--- config.mk ---
export PLATFORM = sky130hd
export DESIGN_NAME = pwm_sample_scaler
export DESIGN_NICKNAME = d
export VERILOG_FILES = /design/src/rtl/pwm_audio_pkg.sv /design/src/rtl/pwm_sat_abs.sv /design/src/rtl/pwm_sample_scaler.sv
export SDC_FILE = /design/constraint.sdc
export NUM_CORES = 1
export LEC_CHECK = 0
export CORE_ASPECT_RATIO = 0.6
export CORE_UTILIZATION = 59
export DETAILED_ROUTE_END_ITERATION = 10
export GPL_TIMING_DRIVEN = 0
export PLACE_DENSITY = 0.92
export SLEW_MARGIN = 20
export SYNTH_ARGS = -nofsm -noshare
export SYNTH_HDL_FRONTEND = slang
export SYNTH_SLANG_ARGS = --single-unit
--- constraint.sdc ---
create_clock -name clk -period 4.79 [get_ports clk]
set_input_delay 1.437 -clock clk [delete_from_list [all_inputs] [get_ports clk]]
set_output_delay 1.437 -clock clk [all_outputs]
set_load 0.02 [all_outputs]
--- src/rtl/pwm_audio_pkg.sv ---
// Shared types and helpers for the PWM audio sample path.
package pwm_audio_pkg;

    typedef enum logic [1:0] {
        StIdle,
        StMag,
        StScale,
        StOut
    } scaler_state_e;

    // Channel tag width; a single-channel build still carries a 1-bit tag.
    function automatic int unsigned ch_width(input int unsigned nch);
        return (nch > 1) ? $clog2(nch) : 1;
    endfunction

endpackage

--- src/rtl/pwm_sat_abs.sv ---
// Combinational absolute value; the most-negative input saturates to the largest positive magnitude.
module pwm_sat_abs #(
    parameter int unsigned IN_W = 16
) (
    input  logic [IN_W-1:0] x,
    output logic [IN_W-2:0] mag,
    output logic            sat
);

    localparam logic [IN_W-2:0] One = {{(IN_W-2){1'b0}}, 1'b1};

    always_comb begin
        sat = x[IN_W-1] && (x[IN_W-2:0] == '0);
        if (sat) begin
            mag = '1;
        end else if (x[IN_W-1]) begin
            // Low bits of -x; the sign bit of the negation is always 0 here.
            mag = (~x[IN_W-2:0]) + One;
        end else begin
            mag = x[IN_W-2:0];
        end
    end

endmodule

--- src/rtl/pwm_sample_scaler.sv ---
// Multi-channel PCM attenuator/saturator feeding the per-channel PWM generators.
// Define PWM_SCALER_ROUND_EN to round the scaled magnitude half-up instead of truncating.
module pwm_sample_scaler
    import pwm_audio_pkg::*;
#(
    parameter int unsigned IN_W    = 16,
    parameter int unsigned OUT_W   = 16,
    parameter int unsigned NCH     = 2,
    parameter int unsigned SHIFT_W = 4,
    localparam int unsigned CH_W   = ch_width(NCH)
) (
    input  logic                   clk,
    input  logic                   rst,
    input  logic [IN_W-1:0]        sound_in,
    input  logic [CH_W-1:0]        sound_ch,
    input  logic                   sound_rdy,
    input  logic [NCH*SHIFT_W-1:0] gain_shift,
    output logic                   busy,
    output logic [OUT_W-1:0]       reduced_out,
    output logic [CH_W-1:0]        reduced_ch,
    output logic                   reduced_rdy,
    output logic                   clip,
    output logic                   overrun
);

    scaler_state_e state_q, state_d;

    logic [IN_W-1:0]    sample_q;
    logic [CH_W-1:0]    ch_q;
    logic [SHIFT_W-1:0] shift_q;
    logic               sign_q;
    logic [IN_W-2:0]    mag_q;
    logic [OUT_W-1:0]   scaled_q;
    logic               clip_q;

    logic [OUT_W-1:0]   out_q;
    logic [CH_W-1:0]    out_ch_q;
    logic               out_rdy_q;
    logic               out_clip_q;
    logic               overrun_q;

    logic               ch_ok;
    logic               accept;
    logic [SHIFT_W-1:0] shift_sel;
    logic [IN_W-2:0]    abs_mag;
    logic               abs_sat;
    logic               shift_big;
    logic [IN_W-1:0]    mag_ext;
    logic [IN_W-1:0]    shifted;
    logic               sat_hit;
    logic [OUT_W-1:0]   scaled_mag;
    logic [OUT_W-1:0]   signed_out;

    // Tags outside the channel range are dropped without raising overrun.
    if (NCH == (1 << CH_W)) begin : g_ch_all
        assign ch_ok = 1'b1;
    end else begin : g_ch_chk
        assign ch_ok = (sound_ch < CH_W'(NCH));
    end

    assign busy   = (state_q != StIdle);
    assign accept = sound_rdy && ch_ok;

    always_comb begin
        shift_sel = '0;
        for (int k = 0; k < NCH; k++) begin
            if (sound_ch == CH_W'(k)) begin
                shift_sel = gain_shift[k*SHIFT_W +: SHIFT_W];
            end
        end
    end

    pwm_sat_abs #(
        .IN_W (IN_W)
    ) u_abs (
        .x   (sample_q),
        .mag (abs_mag),
        .sat (abs_sat)
    );

    if ((1 << SHIFT_W) > IN_W) begin : g_shift_chk
        assign shift_big = (shift_q >= SHIFT_W'(IN_W));
    end else begin : g_shift_fits
        assign shift_big = 1'b0;
    end

    always_comb begin
        mag_ext = {1'b0, mag_q};
        shifted = '0;
        if (!shift_big) begin
`ifdef PWM_SCALER_ROUND_EN
            // Magnitude is below 2^(IN_W-1), so adding the half-LSB bias cannot overflow IN_W bits.
            if (shift_q != '0) begin
                shifted = (mag_ext + (IN_W'(1) << (shift_q - SHIFT_W'(1)))) >> shift_q;
            end else begin
                shifted = mag_ext;
            end
`else
            shifted = mag_ext >> shift_q;
`endif
        end
    end

    if (OUT_W < IN_W) begin : g_narrow
        localparam logic [IN_W-1:0] MaxOut = IN_W'((64'd1 << (OUT_W - 1)) - 64'd1);
        always_comb begin
            sat_hit    = (shifted > MaxOut);
            scaled_mag = sat_hit ? OUT_W'(MaxOut) : shifted[OUT_W-1:0];
        end
    end else begin : g_wide
        assign sat_hit    = 1'b0;
        assign scaled_mag = OUT_W'(shifted);
    end

    // Two's complement negation of a zero magnitude is zero, so no -0 can appear.
    assign signed_out = sign_q ? (-scaled_q) : scaled_q;

    always_comb begin
        state_d = state_q;
        unique case (state_q)
            StIdle:  if (accept) state_d = StMag;
            StMag:   state_d = StScale;
            StScale: state_d = StOut;
            StOut:   state_d = StIdle;
            default: state_d = StIdle;
        endcase
    end

    always_ff @(posedge clk) begin
        if (!rst) begin
            state_q    <= StIdle;
            sample_q   <= '0;
            ch_q       <= '0;
            shift_q    <= '0;
            sign_q     <= 1'b0;
            mag_q      <= '0;
            scaled_q   <= '0;
            clip_q     <= 1'b0;
            out_q      <= '0;
            out_ch_q   <= '0;
            out_rdy_q  <= 1'b0;
            out_clip_q <= 1'b0;
            overrun_q  <= 1'b0;
        end else begin
            state_q <= state_d;
            if (sound_rdy && busy) begin
                overrun_q <= 1'b1;
            end
            unique case (state_q)
                StIdle: begin
                    if (accept) begin
                        sample_q <= sound_in;
                        ch_q     <= sound_ch;
                        shift_q  <= shift_sel;
                    end
                end
                StMag: begin
                    sign_q <= sample_q[IN_W-1];
                    mag_q  <= abs_mag;
                    clip_q <= abs_sat;
                end
                StScale: begin
                    scaled_q <= scaled_mag;
                    clip_q   <= clip_q | sat_hit;
                end
                StOut: begin
                end
                default: begin
                end
            endcase
            // Result registers stay at zero except for the single valid cycle.
            out_rdy_q  <= (state_q == StOut);
            out_q      <= (state_q == StOut) ? signed_out : '0;
            out_ch_q   <= (state_q == StOut) ? ch_q : '0;
            out_clip_q <= (state_q == StOut) && clip_q;
        end
    end

    assign reduced_out = out_q;
    assign reduced_ch  = out_ch_q;
    assign reduced_rdy = out_rdy_q;
    assign clip        = out_clip_q;
    assign overrun     = overrun_q;

endmodule
Yosys cells after proc, flatten, opt, wreduce, memory -nomap -nowiden
Cells that the tools add are included.

Memories: 0. Logic and storage cells: 35. Memory bits (writable): 0. Memory bits (read-only): 0. Latch bits: 0. Register bits: 76.

$mul: 0. Multiplexer cells: 6. Equality and inequality tests: 4. Shift operators: 1. Add/subtract/negate cells: 2. Bitwise operators: 1. $lt $le $gt $ge: 0. Reductions and logical operators: 8. Div/mod/pow operators: 0.

Operators with widths (number): 15-bit two-way mux (2); 16-bit two-way mux (1); 16-bit negator (1); 15-bit by 4-bit right shift with 16-bit output (1); 15-bit by 1-bit adder with 15-bit output, second input constant (1); 15-bit logical NOT (1); 15-bit inverter (1); 2-bit one-hot mux with 4 select lines (1); 2-bit equality test, second input constant (2); 4-bit two-way mux (1); 2-bit AND reduction (2); 1-bit logical AND (3); 2-bit by 1-bit equality test with 1-bit output, second input constant (1); 2-bit logical NOT (1); 2-bit two-way mux (1); 2-bit != test, second input constant (1); 2-bit nonzero test (1).

Logic depth before layout (Yosys ltp)
Depth after elaboration: 4. Mapped depth: 7. Gate-level depth less buffers: 6.

Modules after synthesis
From an unflattened synthesis, not the netlist that was laid out.

Cell total of the unflattened synthesis: 435. Area, all modules: 3832.4 µm².

Modules (own cells, without submodules): pwm_sample_scaler (area each 3423.3 µm², seq. area each 1501.4 µm², cells each 371, instances 1); pwm_sat_abs (area each 409.1 µm², seq. area each 0.0 µm², cells each 64, instances 1).

Least setup slack after synthesis
OpenSTA, ideal clock, no wires.

Kind: input to register. From: in sound_rdy. To: reg sample_q[14]. Arrival time: 2.201 ns. Required time: 4.719 ns. Stages on the path: 5. Buffers on the path: 2. Slack: 2.518 ns. Cells stage by stage: and2_1 > clkbuf_1 > clkbuf_1 > nand2_1 > a21oi_1.

Longest elaborated chain between the ends: 1.

RTL lines: start, declared (RTL line pwm_sample_scaler.sv:16) `input logic sound_rdy,`; 2-bit AND reduction (no line); end signal, assigned (RTL line pwm_sample_scaler.sv:152) `sample_q <= sound_in;`; end, declared (RTL line pwm_sample_scaler.sv:28) `logic [IN_W-1:0] sample_q;`.

Every way passes these cells. A chain may end at the register's enable or synchronous reset.

Worst setup path in the final report
From: reg state_q[0]. To: out busy.

Longest elaborated chain between the ends: 1.

RTL lines: start, declared (RTL line pwm_sample_scaler.sv:26) `scaler_state_e state_q, state_d;`; start signal, assigned (RTL line pwm_sample_scaler.sv:131) `state_q <= StIdle;`; start signal, assigned (RTL line pwm_sample_scaler.sv:145) `state_q <= state_d;`; 2-bit nonzero test (RTL line pwm_sample_scaler.sv:61) `assign busy = (state_q != StIdle);`; end, declared (RTL line pwm_sample_scaler.sv:18) `output logic busy,`.

Every way passes these cells.

==> impl_metrics.toml <==
[run_status]
status = "complete, no violations"

[sta]
fmax_mhz = 304
rsz0062_at_grt = "false"
slew_headroom_pct = 52.8
hold_viol = 0
min_period_over_period_pct = 68.6
slew_violations = 0
hold-worst-slack_ps = 473
timing.final.ws_setup_ps = 1510
skew_ps = 6.07
tightest_slew_ps = 707
fin_tns_setup_ps = 0
min_period_ps = 3280
setup_violations = 0

[setup_path]
r2r-start = "shift_q[1]"
required_ps = 3350
worstSetupPathType = "reg -> out"
slowest_delay_ps = 630
crit_path_frequent_cell = "inv_1"
cp-start-kind = "register"
end_kind = "primary output"
r2r-end = "scaled_q[11]"
r2r.worst_path.cells = 7
cp_data_arrival_time_ps = 1850
r2r_setup_slack_ps = 2460
path_cells = "inv_1 > ha_1 > inv_1 > clkdlybuf4s50_1"
slowest_stage = "clkdlybuf4s50_1"
cp_max_fo = 5

[drt]
dr.pass1.iters = 7
routed_wl_um = 10300
wl_per_cell_um = 18.1
vias = 3576
vias_per_cell = 6.26
drc = 0
drtIter0Drc = 422
ant_nets = 0

[clock_network]
cts_resized = 0
clk_latency_ps = 340
clock_sinks = 75
cts_buffers = 9
clkSlewWorstSetupHoldPaths_ps = 80
cts_max_level = 3
cts_tree = "yes"
root_buffer = "clkbuf_8"
cts_setup_buffers = 0
ctsHoldBuffers = 0
cts_buffer_depth = 2

[pwr]
total_power_mw = 2.36
peakVddDrop_v = 0.000309
power.density_nw_per_um2 = 531
power.leakage_nw = 1.64

[global_route]
grt-ovfl-total = 0
grt_max_degree = 13
grt_pass1_wl_um = 16400
antenna_found_initial = 0
grt.total_usage_pct = 32.8
grt_pass1_vias = 3196

[layout]
area_growth_pct = 21.2
layout-drive-gt1-share_pct = 6.72
diodes = 0
final_util_pct = 76.8
layout_commonest_cell = "dfxtp_1"
layout_common_cells = "dfxtp_1 (75), clkdlybuf4s50_1 (47), nand2_1 (46)"
nNetsFinal = 521

[synthesis]
async_flop_share_pct = 0
syn-num-nets = 463
synth_edf_count = 0
yosysSeqAreaShare_pct = 41.0
synth_cells = 429
yosys.area.top_type = "dfxtp_1"
ys_seq_elements = 75
synth_area_um2 = 3660
ys_dominant_reg_cell = "dfxtp_1"
synth_warnings = 0
ys_types = 48
synth.area.top_cells = "dfxtp_1 (41%), mux2i_1 (8.2%), a21oi_1 (5.6%), nand2_1 (4.7%), o21ai_0 (4.1%)"
yosysTopAreaCellShare_pct = 41.0
syn_area_per_cell_um2 = 8.54

[floorplan]
ioPinCount = 49
initial_utilization_pct = 63.4
die_h_um = 63.0
core_area_um2 = 5780
rows = 21
die_w_um = 104
dieArea_um2 = 6540

[placement]
gp_congestion = 1.01
dpl.hpwl_um = 7870
port_buffers = 47
post-place-ws_ps = 1540

[flow_run]
max_cap_viol_count = 0

[hold_path]
hold_path.class = "reg -> reg"
hold_depth = 2
hold_start = "ch_q"
hold_end = "ch_q"
==> worst max-delay path, delay by kind of cell, from the launching register on <==
family	cells	cell delay, ps
adders and majority gates	1	250
buffers and inverters	3	850
DFF	1	400
==> state kept, by name, summed over array words and instances, names as in the netlist <==
name	flops
sample_q	16
shift_q	4
mag_q	15
scaled_q	15
reduced_out	16
state_q	2
clip_q	1
reduced_ch	1
overrun	1
ch_q	1
sign_q	1
reduced_rdy	1
clip	1
==> layer usage <==
metal | vias to the layer above | share of wire (%) | GRT usage, %
li1 | 1645 | - | -
met4 | 0 | 1.6 | 7.68
met3 | 21 | 15 | 13.8
met5 | - | 0 | 0
met2 | 250 | 39 | 44.5
met1 | 1660 | 44 | 47.3
==> stage by stage <==
step,cells,instance area [µm²]
global placement,556,4230
CTS,571,4440
finish,571,4440
detailed placement,556,4230
global route,571,4440
floorplan,429,3660
==> layout make-up <==
type / count / area, µm²
Buffer: 26 / 103
Clock buffer: 10 / 128
Clock inverter: 5 / 78.8
Fill cell: 415 / 1340
Inverter: 15 / 56.3
Multi-Input combinational cell: 313 / 2000
Sequential cell: 75 / 1500
Tap cell: 80 / 100
Timing Repair Buffer: 47 / 470
==> worst max path at each step <==
stage	startpoint	endpoint	depth (start not counted)
after floorplan	sound_rdy	sample_q[14]	5
after global placement	rst	sign_q	5
after detailed placement	rst	scaled_q[12]	5
after CTS	state_q[0]	busy	4
after global routing	state_q[0]	busy	4
final	state_q[0]	busy	4
==> where the power goes <==
part	internal [mW]	total [mW]	switching [mW]
Combinational	0.366	0.965	0.599
Sequential	0.744	0.882	0.137
Clock	0.290	0.513	0.223
==> synth_stat cells (2+ instances only) <==
master    count
nand3_1       2
nor3_1        2
a21oi_1      41
and3_1        3
a22oi_1       7
o22ai_1       8
or4_1         5
dfxtp_1      75
ha_1          6
nor2_1       39
nor4_1        2
a31oi_1       7
o41ai_1       8
nand2_1      46
inv_1        14
mux2_2        3
buf_1         2
xnor2_1       7
or3_1         5
nand2b_1      6
o21ai_0      30
o211ai_1      2
and2_1        2
mux2i_1      30
mux4_2        2
clkbuf_1     20
o31ai_1       3
a211oi_1      6
nor3b_1       2
nor2b_1       6
xor2_1       14
buf_2         4
or2_2         5
==> kinds of logic (layout without fill, tap and decap cells) <==
kind of cell               count (synthesis)  in the layout  share of synthesized area (%)
xor gates and xnor gates                  21             21                           5.02
and+or+nand+nor                          130            130                           17.1
DFF                                       75             75                           41.0
buffers and inverters                     41            103                           4.34
muxes                                     35             35                           10.3
AOI/OAI and AO/OA                        121            121                           20.2
adders and majority gates                  6              6                           2.05
Power figures use the tool's default switching activity.
